**src/rtl/cpu_pkg.sv**
```systemverilog
// Shared CPU definitions: reset/NOP constants, PC step and the fetch FSM state type.
package cpu_pkg;
  localparam logic [31:0] NOP_INSTR = 32'h0000_0000;
  localparam logic [31:0] RESET_PC  = 32'h0000_0000;
  localparam logic [31:0] PC_STEP   = 32'd4;

  typedef logic [1:0] fetchState_t;
  localparam fetchState_t FS_IDLE  = 2'd0;
  localparam fetchState_t FS_FETCH = 2'd1;
  localparam fetchState_t FS_HOLD  = 2'd2;

  function automatic logic [31:0] alignPc(input logic [31:0] addr);
    return {addr[31:2], 2'b00};
  endfunction
endpackage

```
**src/rtl/if_stall_counter.sv**
```systemverilog
// Saturating 32-bit count of cycles in which the PC was held by the hazard unit.
module if_stall_counter
(
  input  logic        clk,
  input  logic        rst,
  input  logic        stallCycle,
  output logic [31:0] count
);
  logic [31:0] countReg;

  always_ff @(posedge clk or posedge rst) begin
    if (rst) begin
      countReg <= 32'd0;
    end else if (stallCycle && (countReg != 32'hFFFF_FFFF)) begin
      countReg <= countReg + 32'd1;
    end
  end

  assign count = countReg;
endmodule

```
**src/rtl/if_stage.sv**
```systemverilog
// Instruction fetch stage with IF/ID register, stall hold buffer and branch redirect.
// Optional StallCount output when IF_STALL_COUNT_EN is defined.
module if_stage
  import cpu_pkg::*;
(
  input  logic        clk,
  input  logic        rst,
  input  logic        PCWrite,
  input  logic        IFIDWrite,
  input  logic        BranchTaken,
  input  logic [31:0] BranchTarget,
  output logic        ImemReq,
  output logic [31:0] ImemAddr,
  input  logic        ImemAck,
  input  logic [31:0] ImemData,
  output logic [31:0] IFID_PC,
  output logic [31:0] IFID_Instr,
  output logic        IFID_Valid,
  output logic        FetchBusy
`ifdef IF_STALL_COUNT_EN
  ,
  output logic [31:0] StallCount
`endif
);
  fetchState_t stateReg, stateNext;
  logic [31:0] pcReg, pcNext;
  logic [31:0] holdBufReg, holdBufNext;
  logic        redirPendReg, redirPendNext;
  logic [31:0] redirTgtReg, redirTgtNext;
  logic [31:0] ifidPcReg, ifidPcNext;
  logic [31:0] ifidInstrReg, ifidInstrNext;
  logic        ifidValidReg, ifidValidNext;
  logic        advance;

  assign advance = PCWrite && IFIDWrite;

  always_comb begin
    stateNext     = stateReg;
    pcNext        = pcReg;
    holdBufNext   = holdBufReg;
    redirPendNext = redirPendReg;
    redirTgtNext  = redirTgtReg;
    ifidPcNext    = ifidPcReg;
    ifidInstrNext = ifidInstrReg;
    ifidValidNext = ifidValidReg;

    // A redirect flushes IF/ID regardless of stall or state.
    if (BranchTaken) begin
      ifidInstrNext = NOP_INSTR;
      ifidValidNext = 1'b0;
    end

    case (stateReg)
      FS_IDLE: begin
        stateNext = FS_FETCH;
      end
      FS_FETCH: begin
        if (BranchTaken) begin
          if (ImemAck) begin
            pcNext        = alignPc(BranchTarget);
            redirPendNext = 1'b0;
          end else begin
            // Address must stay put until the in-flight word returns.
            redirPendNext = 1'b1;
            redirTgtNext  = alignPc(BranchTarget);
          end
        end else if (ImemAck) begin
          if (redirPendReg) begin
            pcNext        = redirTgtReg;
            redirPendNext = 1'b0;
            if (IFIDWrite) begin
              ifidInstrNext = NOP_INSTR;
              ifidValidNext = 1'b0;
            end
          end else if (advance) begin
            ifidPcNext    = pcReg;
            ifidInstrNext = ImemData;
            ifidValidNext = 1'b1;
            pcNext        = pcReg + PC_STEP;
          end else begin
            holdBufNext = ImemData;
            stateNext   = FS_HOLD;
          end
        end else if (IFIDWrite) begin
          ifidInstrNext = NOP_INSTR;
          ifidValidNext = 1'b0;
        end
      end
      FS_HOLD: begin
        if (BranchTaken) begin
          pcNext        = alignPc(BranchTarget);
          redirPendNext = 1'b0;
          stateNext     = FS_FETCH;
        end else if (advance) begin
          ifidPcNext    = pcReg;
          ifidInstrNext = holdBufReg;
          ifidValidNext = 1'b1;
          pcNext        = pcReg + PC_STEP;
          stateNext     = FS_FETCH;
        end
      end
      default: begin
        stateNext = FS_IDLE;
      end
    endcase
  end

  always_ff @(posedge clk or posedge rst) begin
    if (rst) begin
      stateReg     <= FS_IDLE;
      pcReg        <= RESET_PC;
      holdBufReg   <= 32'd0;
      redirPendReg <= 1'b0;
      redirTgtReg  <= 32'd0;
      ifidPcReg    <= 32'd0;
      ifidInstrReg <= NOP_INSTR;
      ifidValidReg <= 1'b0;
    end else begin
      stateReg     <= stateNext;
      pcReg        <= pcNext;
      holdBufReg   <= holdBufNext;
      redirPendReg <= redirPendNext;
      redirTgtReg  <= redirTgtNext;
      ifidPcReg    <= ifidPcNext;
      ifidInstrReg <= ifidInstrNext;
      ifidValidReg <= ifidValidNext;
    end
  end

  assign ImemReq    = (stateReg == FS_FETCH);
  assign FetchBusy  = ImemReq;
  assign ImemAddr   = pcReg;
  assign IFID_PC    = ifidPcReg;
  assign IFID_Instr = ifidInstrReg;
  assign IFID_Valid = ifidValidReg;

`ifdef IF_STALL_COUNT_EN
  if_stall_counter uStallCounter (
    .clk        (clk),
    .rst        (rst),
    .stallCycle (!PCWrite),
    .count      (StallCount)
  );
`endif
endmodule

```
**config.mk**
```make
export PLATFORM = sky130hd
export DESIGN_NAME = if_stage
export DESIGN_NICKNAME = d
export VERILOG_FILES = /design/src/rtl/cpu_pkg.sv /design/src/rtl/if_stall_counter.sv /design/src/rtl/if_stage.sv
export SDC_FILE = /design/constraint.sdc
export NUM_CORES = 1
export LEC_CHECK = 0
export ABC_AREA = 1
export ABC_CLOCK_PERIOD_IN_PS = 6000
export CORE_UTILIZATION = 36
export DETAILED_ROUTE_END_ITERATION = 10
export GPL_TIMING_DRIVEN = 1
export PLACE_DENSITY_LB_ADDON = 0.05
export SYNTH_ARGS = -nofsm -noshare
export SYNTH_HDL_FRONTEND = slang
export SYNTH_SLANG_ARGS = --single-unit
```
**constraint.sdc**
```tcl
create_clock -name clk -period 6 [get_ports clk]
set_clock_uncertainty 0.15 [all_clocks]
set_input_delay 1.5 -clock clk [delete_from_list [all_inputs] [get_ports clk]]
set_output_delay 1.5 -clock clk [all_outputs]
set_load 0.03 [all_outputs]
```
==> results by group, run 1 <==
Status
  • Status: complete, no violations

Critical path
  • Critical-path top delay cell: clkdlybuf4s50_1
  • CP required: 6.19 ns
  • CP cell instances: clkdlybuf4s50_1 -> inv_2 -> buf_4 -> o21ai_2 -> nand2_1 -> o211ai_1 -> a22oi_1
  • Reg2reg start: stateReg[1]
  • Setup crit start kind: input pin
  • Critical Path Start: BranchTaken
  • WP data arrival: 4.25 ns
  • Worst-path maximum fanout: 40
  • Crit. End Element: flip-flop
  • Crit path kind: input pin to flip-flop
  • Slowest stage delay, CP: 0.79 ns

Global routing
  • Largest net degree at the start of global routing: 98
  • Vias in the first global route: 6,596
  • Global route overflow: 0
  • First-pass GRT wire length: 36,600 µm
  • Total track usage: 21.1%
  • Initial antenna violation count: 0

Clock tree
  • Total CTS buffers: 17
  • CTS Hold Bufs: 0
  • CTS clk-pin slew, worst paths: 0.06 ns
  • Worst skew pair latency: 0.43 ns
  • Bufs on Longest Clock Path: 2
  • Post-CTS Setup Bufs: 0
  • CTS tree: yes
  • H-tree levels: 4
  • CTS root buf: clkbuf_16
  • Post-cts gate resize count: 0
  • CTS sink cnt: 158

Floorplanning
  • Die X: 151 µm
  • Die area: 0.0228 mm²
  • Core ar.: 0.0218 mm²
  • Starting Density: 36.6%
  • Row Count: 54
  • Num ports: 169
  • Die H: 151 µm

Detailed routing
  • Via density: 4.95
  • DRC: 0
  • DRT Pass-1 Iters: 5
  • Routed Wire Length: 22,800 µm
  • WL/cell: 16.3 µm
  • Antenna Nets Post-Route: 0
  • Vias: 6,954
  • Iter 0 DRT Violations: 412

Yosys
  • Cell count after synthesis: 971
  • Netlist cell types: 43
  • Sequential element share of the synthesized area: 49.5%
  • Synthesis-stage register bit count: 158
  • Synth warn: 0
  • Post-synthesis cell area: 0.00800 mm²
  • Number of enable flip-flop cells after synthesis: 0
  • Syn Area/Cell: 8.23 µm²
  • Dominant synthesized flop cell: dfrtp_1
  • Async SR Flop Fraction: 100%

Timing
  • Worst slew margin relative to its limit: 30.9%
  • Setup TNS Final: 0 ns
  • Slack of the critical path: 1.94 ns
  • Max Freq: 246 MHz
  • Tmin final: 4.06 ns
  • Period utilization: 67.7%
  • Slew at the pin closest to its max-slew limit: 1.03 ns
  • Hold Vio Cnt, Final: 0
  • Slew Limit Fails: 0
  • Final setup fails: 0
  • RSZ-0062 raised after global routing: no

Finish
  • Fill cells: 2,179
  • Layout cells sized above 1: 8.72%
  • Final net count: 1,187
  • Area growth syn-to-layout: 30.7%
  • # diodes: 0

Power
  • Leak: 4.61 nW
  • PwrDens: 488 mW/mm²
  • Maximum vdd drop: 0.208 mV

Hold path
  • Min-Delay Path Class: flip-flop to flip-flop
  • Min-delay src: holdBufReg[28]

Placement
  • GPL Wtd Cong: 0.867
  • DP Worst Slack: 1.48 ns
  • Detail Placement HPWL: 15,400 µm
  • I/O Buffers: 162

Flow run
  • Max cap viols: 0
[cells in the mapped netlist (11+ instances only)]
master / number / area share [%]
clkbuf_1: 16 / 0.75
mux2_2: 21 / 3.0
a21oi_1: 16 / 1.0
dfrtp_1: 158 / 49
buf_2: 22 / 1.4
o21ai_0: 68 / 4.3
nand3_1: 62 / 3.9
nand2_1: 260 / 12
o211ai_1: 11 / 1.0
nor2_1: 51 / 2.4
o21ai_1: 70 / 4.4
inv_1: 94 / 4.4
[power breakdown]
group	internal, mW	switching (mW)
clock network	0.742	0.467
logic	0.793	1.30
registers	1.47	0.334
total	3.01	2.10
[registers in the layout (all words and copies together) (netlist names)]
register / cells
IFID_Instr: 32
IFID_PC: 30
IFID_Valid: 1
ImemAddr: 30
holdBufReg: 32
redirPendReg: 1
redirTgtReg: 30
stateReg: 2
[layout by cell type (no fill, tap or decap), drive strengths merged, types with 2 or more instances in the layout]
master and count:
o21ai 140, xor2 2, nand4 10, o22ai 2
a21oi 16, a31o 3, o311ai 2, conb 4
a31oi 7, dfrtp 158, a32oi 7, mux2 31
buf 11, inv 108, o211ai 11, nand2 265
nor2 64, o31ai 2, clkinvlp 2, a221oi 9
clkdlybuf4s50 162, a22oi 4, bufinv 5, nor3 4
clkbuf 19, nand3 62, ha 5, clkinv 3
[final cells by class]
type	count	area, µm²	share of cell area (%)
clock buffer	19	433	4.14
sequential	158	3950	37.8
clock inverter	12	209	2.00
inverter	106	405	3.88
timing repair buffer	173	1720	16.4
tap	280	350	3.35
multi-input combinational	656	3380	32.4
[final timing paths]
| kind | endpoint | slack, ns | depth (start not counted) |
|---|---|---|---|
| hold / removal | holdBufReg[28] | 0.33 | 2 |
| max in group asynchronous | holdBufReg[28] | 3.33 | 3 |
| hold reg to reg | holdBufReg[28] | 0.33 | 2 |
| min in group asynchronous | redirTgtReg[4] | 1.50 | 2 |
| setup reg to reg | ImemAddr[16] | 2.83 | 9 |
| setup / recovery | ImemAddr[16] | 1.94 | 7 |
[through the flow]
| step | power (mW) | cells | utilization (%) | hold WS, ns | area [µm²] |
|---|---|---|---|---|---|
| after detailed placement | 3.94 | 1373 | 45.0 | 0.324 | 9810 |
| after CTS | 5.17 | 1404 | 47.9 | 0.340 | 10500 |
| after global placement | 3.91 | 1373 | 45.0 | 0.317 | 9810 |
| final | 5.10 | 1404 | 47.9 | 0.334 | 10500 |
| after floorplan | 3.13 | 974 | - | 0.303 | 8010 |
| after global routing | 5.47 | 1404 | 47.9 | 0.349 | 10500 |
[worst max-delay path, delay by kind of cell]
kind | cells | cell delay (ns)
simple gates | 1 | 0.58
buf+inv | 3 | 1.56
compound gates | 3 | 0.59
[layer usage]
metal	vias to the layer above	wire (µm)	track usage (%)
met4	0	246	5.65
met3	14	1240	5.33
li1	3501	-	-
met1	3284	10700	28.3
met2	155	10600	33.7
met5	-	0	0
[cell families (layout without fill, tap and decap cells)]
family | after synthesis | in the layout | synth area share, %
XOR/XNOR | 2 | 2 | 0.219
AO/OA/AOI/OAI | 207 | 207 | 15.1
AND/OR/NAND/NOR | 407 | 407 | 21.5
buffers and inverters | 160 | 310 | 8.54
adder cells (fa/ha/maj) | 5 | 5 | 0.782
multiplexers | 31 | 31 | 4.37
other | 1 | 4 | 0.0469
flip-flops | 158 | 158 | 49.5
No activity file was read; power rests on OpenSTA's default activity.
==> run 2, diff against run 1 <==
Settings changed: ABC_CLOCK_PERIOD_IN_PS 6000 to 4100.
Clock period 6 ns to 4.1 ns, I/O delays scaled along.
==> run 2 against run 1 <==
  * The run now ends with design-rule violations left
  * Cell count is 0.71% higher
  * Final area up 0.48%
  * First-iteration DRC count up 4.6%
  * Critical path depth fell by 4
  * Non-clock buffer count is 8 higher
  * Die area stayed put
  * Critical path type is now flip-flop to output pin
  * Largest cell class unchanged
==> results by group, run 2 (synthesis results as in run 1) <==
Status
  • Status: finished with violations
  • Failing checks: design-rule violations

Finish
  • Fill cells: 2,167
  • Commonest non-fill, non-tap cell in the layout: nand2_1
  • Area growth syn-to-layout: 31.4%
  • Layout cells sized above 1: 9.36%
  • Most frequent cells in the layout: nand2_1 (260), clkdlybuf4s50_1 (162), dfrtp_1 (158)
  • Cell area after layout: 0.0105 mm²
  • Final net count: 1,195
  • Layout Cells excl Fill: 1,414

Clock tree
  • Post-cts gate resize count: 0
  • Bufs on Longest Clock Path: 2
  • CTS tree: yes
  • Worst skew pair latency: 0.42 ns
  • H-tree levels: 4
  • CTS clk-pin slew, worst paths: 0.06 ns
  • CTS sink cnt: 158
  • Post-CTS Setup Bufs: 0
  • CTS root buf: clkbuf_16
  • CTS Hold Bufs: 0
  • Total CTS buffers: 17

Timing
  • Tmin final: 3.40 ns
  • Setup TNS Final: 0 ns
  • Slack of the critical path: 0.705 ns
  • RSZ-0062 raised after global routing: no
  • Max Freq: 295 MHz
  • Slew at the pin closest to its max-slew limit: 0.914 ns
  • Period utilization: 82.8%
  • Worst slew margin relative to its limit: 38.9%
  • Hold Vio Cnt, Final: 0
  • Slew Limit Fails: 0
  • Final setup fails: 0

Placement
  • Detail Placement HPWL: 15,800 µm
  • GPL Wtd Cong: 0.908
  • I/O Buffers: 162
  • DP Worst Slack: 0.524 ns
  • # placed instances: 1,381
  • Placed cell areas: 0.00990 mm²

Floorplanning
  • Core ar.: 0.0218 mm²
  • Row Count: 54
  • Die area: 0.0228 mm²
  • Starting Density: 36.6%
  • Num ports: 169
  • Die X: 151 µm
  • Die H: 151 µm

Critical path
  • CP required: 2.92 ns
  • Crit path kind: flip-flop to output pin
  • Setup crit start kind: flip-flop
  • Crit. End Element: output pin
  • WP data arrival: 2.22 ns
  • Worst-path maximum fanout: 12

Power
  • PwrDens: 703 mW/mm²
  • Maximum vdd drop: 0.285 mV
  • Power, Total: 7.39 mW
  • Leak: 4.63 nW

Global routing
  • First-pass GRT wire length: 35,400 µm
  • Largest net degree at the start of global routing: 101
  • Global route overflow: 0
  • Initial antenna violation count: 1
  • Vias in the first global route: 6,411
  • Total track usage: 20.5%

Flow run
  • Max cap viols: 0

Detailed routing
  • Antenna Nets Post-Route: 0
  • Iter 0 DRT Violations: 431
  • Via density: 4.93
  • Routed Wire Length: 22,400 µm
  • WL/cell: 15.8 µm
  • Vias: 6,964
  • DRC: 4
  • DRT Pass-1 Iters: 9

Hold path
  • Min-Delay Path Class: flip-flop to flip-flop
==> run 2: cell count changes in the layout (fill, tap and decap cells not counted), sizes merged, moves of 2 or more <==
cell / before / now
buf: 11 / 19
clkinvlp: 2 / 4
bufinv: 5 / 3
inv: 108 / 106
clkinv: 3 / 5
==> run 2: final timing paths <==
| kind | from | to | slack (ns) | cells past startpoint |
|---|---|---|---|---|
| min in group asynchronous | rst | holdBufReg[10] | 0.92 | 3 |
| worst min register to register | holdBufReg[28] | holdBufReg[28] | 0.34 | 2 |
| max in group asynchronous | rst | ImemAddr[26] | 2.41 | 3 |
| worst max-delay path | stateReg[1] | ImemReq | 0.70 | 3 |
| worst max register to register | stateReg[0] | ImemAddr[20] | 1.20 | 9 |
| worst min-delay path | holdBufReg[28] | holdBufReg[28] | 0.34 | 2 |
==> run 2: per-stage QoR <==
step | utilization [%] | hold slack, ns
CTS | 48.1 | 0.340
global placement | 45.4 | 0.316
global route | 48.1 | 0.357
detailed placement | 45.4 | 0.324
finish | 48.1 | 0.337
floorplan | - | 0.303
==> run 2: per-layer routing <==
metal | GRT usage, % | vias to the layer above | share of wire [%] | wire length, µm
li1 | - | 3501 | - | -
met1 | 27.7 | 3273 | 47 | 10500
met2 | 32.3 | 172 | 46 | 10300
met3 | 5.81 | 18 | 5.6 | 1250
met4 | 5.40 | 0 | 1.4 | 320
met5 | 0 | - | 0 | 0
==> run 2: cell type report <==
cell class	count	area, µm²	area share (%)
antenna	1	2.50	0.0238
clock inverter	12	161	1.54
timing repair buffer	181	1800	17.2
sequential	158	3950	37.6
tap	280	350	3.34
clock buffer	20	437	4.16
inverter	106	404	3.85
multi-input combinational	656	3390	32.3
==> run 2: worst max-delay path, cell delays in order, from the launching register on <==
cell and delay [ns]:
dfrtp_1 0.40, inv_1 0.11, ha_1 0.52, clkdlybuf4s50_1 0.78
==> run 2: where the power goes <==
part	switching, mW	internal (mW)
logic	1.91	1.21
clock network	0.666	0.964
registers	0.492	2.15
==> run 3, diff against run 2 <==
Settings changed: ABC_CLOCK_PERIOD_IN_PS 4100 to 2890.
Clock period 4.1 ns to 2.89 ns, I/O delays scaled along.
==> run 3 against run 2 <==
  * The run still ends with design-rule violations left
  * Critical path depth stayed put
  * Critical path type unchanged
  * Routed wire length grew 2.2%
  * Total power increased by 44%
  * Combinational power is 47% higher
  * Sequential share of layout area fell by 0.39 points
  * Largest cell class unchanged
  * Largest power group unchanged
==> results by group, run 3 (synthesis results as in run 1) <==
Status
  • Status: finished with violations
  • Failing checks: design-rule violations

Critical path
  • CP Buf/Inv Count: 2
  • Setup crit start kind: flip-flop
  • R2R depth: 9
  • Flop-to-flop setup slack: 0.60 ns
  • Slowest stage delay, CP: 0.69 ns
  • Crit path kind: flip-flop to output pin
  • CP Depth: 3
  • CP required: 2.02 ns
  • Worst-path maximum fanout: 3
  • Critical-path top delay cell: clkdlybuf4s50_1
  • Capturing point of the worst reg2reg path: ImemAddr[20]
  • Reg2reg start: stateReg[0]
  • Crit. End Element: output pin
  • Top delay family on crit path: buffers and inverters
  • CP cell instances: inv_1 -> ha_1 -> clkdlybuf4s50_1
  • WP data arrival: 1.83 ns

Finish
  • Most frequent cells in the layout: nand2_1 (260), clkdlybuf4s50_1 (162), dfrtp_1 (158)
  • Finished Core Util: 48.6%
  • Area growth syn-to-layout: 32.8%
  • Fill cells: 2,137
  • Reg area: 0.00395 mm²
  • Final net count: 1,205
  • Commonest non-fill, non-tap cell in the layout: nand2_1
  • Multi-input gate area: 0.00339 mm²
  • Layout cells sized above 1: 10.3%

Global routing
  • Initial antenna violation count: 1
  • Total track usage: 21.2%
  • Vias in the first global route: 6,732
  • Largest net degree at the start of global routing: 101
  • First-pass GRT wire length: 36,600 µm
  • Global route overflow: 0

Hold path
  • Worst hold path cell count: 2
  • Min-delay src: holdBufReg[18]
  • Min-Delay Path Class: flip-flop to flip-flop
  • Worst Hold End: holdBufReg[18]

Timing
  • Max Freq: 369 MHz
  • RSZ-0062 raised after global routing: no
  • Hold Vio Cnt, Final: 0
  • Worst slew margin relative to its limit: 57.9%
  • Setup TNS Final: 0 ns
  • Slack of the critical path: 0.183 ns
  • Slew at the pin closest to its max-slew limit: 0.629 ns
  • Period utilization: 93.7%
  • Final setup fails: 0
  • Slew Limit Fails: 0
  • Tmin final: 2.71 ns

Floorplanning
  • Row Count: 54
  • Die area: 0.0228 mm²
  • Starting Density: 36.6%
  • Die X: 151 µm
  • Num ports: 169
  • Die H: 151 µm
  • Core ar.: 0.0218 mm²

Detailed routing
  • WL/cell: 16.1 µm
  • DRT Pass-1 Iters: 8
  • Vias: 7,060
  • Routed Wire Length: 22,900 µm
  • DRC: 2
  • Via density: 4.96
  • Iter 0 DRT Violations: 410
  • Antenna Nets Post-Route: 0

Clock tree
  • Post-CTS Setup Bufs: 0
  • CTS clk-pin slew, worst paths: 0.07 ns
  • CTS sink cnt: 158
  • Total CTS buffers: 17
  • Post-cts gate resize count: 0
  • CTS root buf: clkbuf_16
  • Worst skew pair latency: 0.43 ns
  • CTS Hold Bufs: 0
  • H-tree levels: 4
  • Bufs on Longest Clock Path: 2
  • CTS tree: yes

Power
  • Leak: 4.71 nW
  • Maximum vdd drop: 0.385 mV
  • PwrDens: 999 mW/mm²

Placement
  • DP Worst Slack: 0.0785 ns
  • I/O Buffers: 162
  • Detail Placement HPWL: 16,100 µm
  • GPL Wtd Cong: 0.886

Flow run
  • Max cap viols: 0
-- run 3: cell count changes in the layout (fill, tap and decap cells not counted), sizes merged --
| cell | change |
|---|---|
| clkbuf | -1 |
| bufinv | -1 |
| clkinvlp | -2 |
| buf | +10 |
| clkinv | +1 |
| inv | +3 |
-- run 3: stage by stage --
| step | std cells | total power, mW | hold WS [ns] | instance area [µm²] |
|---|---|---|---|---|
| finish | 1424 | 10.6 | 0.336 | 10600 |
| CTS | 1423 | 10.7 | 0.340 | 10600 |
| detailed placement | 1391 | 8.36 | 0.324 | 10000 |
| global route | 1423 | 11.3 | 0.361 | 10600 |
| global placement | 1391 | 8.31 | 0.316 | 10000 |
| floorplan | 974 | 6.50 | 0.303 | 8010 |
-- run 3: routing by layer --
| layer | share of wire [%] | GRT usage, % |
|---|---|---|
| met1 | 46 | 28.9 |
| met2 | 46 | 32.9 |
| met3 | 5.8 | 4.85 |
| met4 | 2.1 | 7.35 |
| met5 | 0 | 0 |
-- run 3: how the worst max path moves through the flow --
stage / startpoint / slack (ns) / to
2_1_floorplan: rst / 0.02 / IFID_Instr[0]
3_3_place_gp: IFIDWrite / 0.07 / ImemAddr[24]
3_5_place_dp: IFIDWrite / 0.08 / ImemAddr[24]
4_1_cts: stateReg[1] / 0.12 / ImemReq
5_1_grt: stateReg[1] / 0.05 / FetchBusy
6_report: stateReg[1] / 0.18 / ImemReq
-- run 3: area by class of cell --
| type | count | area share [%] |
|---|---|---|
| flip-flops and latches | 158 | 37.3 |
| diodes | 1 | 0.0236 |
| clock inverters | 13 | 1.45 |
| well taps | 280 | 3.30 |
| clock buffers | 19 | 4.17 |
| repair buffers | 191 | 18.0 |
| inverters | 106 | 3.81 |
| multi-input cells | 656 | 32.0 |
-- run 3: where the power goes --
| group | leakage [nW] | switching (mW) | total [mW] | internal (mW) |
|---|---|---|---|---|
| clock | 0.291 | 0.989 | 2.31 | 1.32 |
| combinational | 2.41 | 2.77 | 4.56 | 1.79 |
| sequential | 2.01 | 0.681 | 3.73 | 3.05 |
-- run 3: worst min-delay path: cells and delay by family, from the launching register on --
kind | cells | cell delay (ns)
AOI/OAI and AO/OA | 1 | 0.06
and+or+nand+nor | 1 | 0.05
DFF | 1 | 0.35
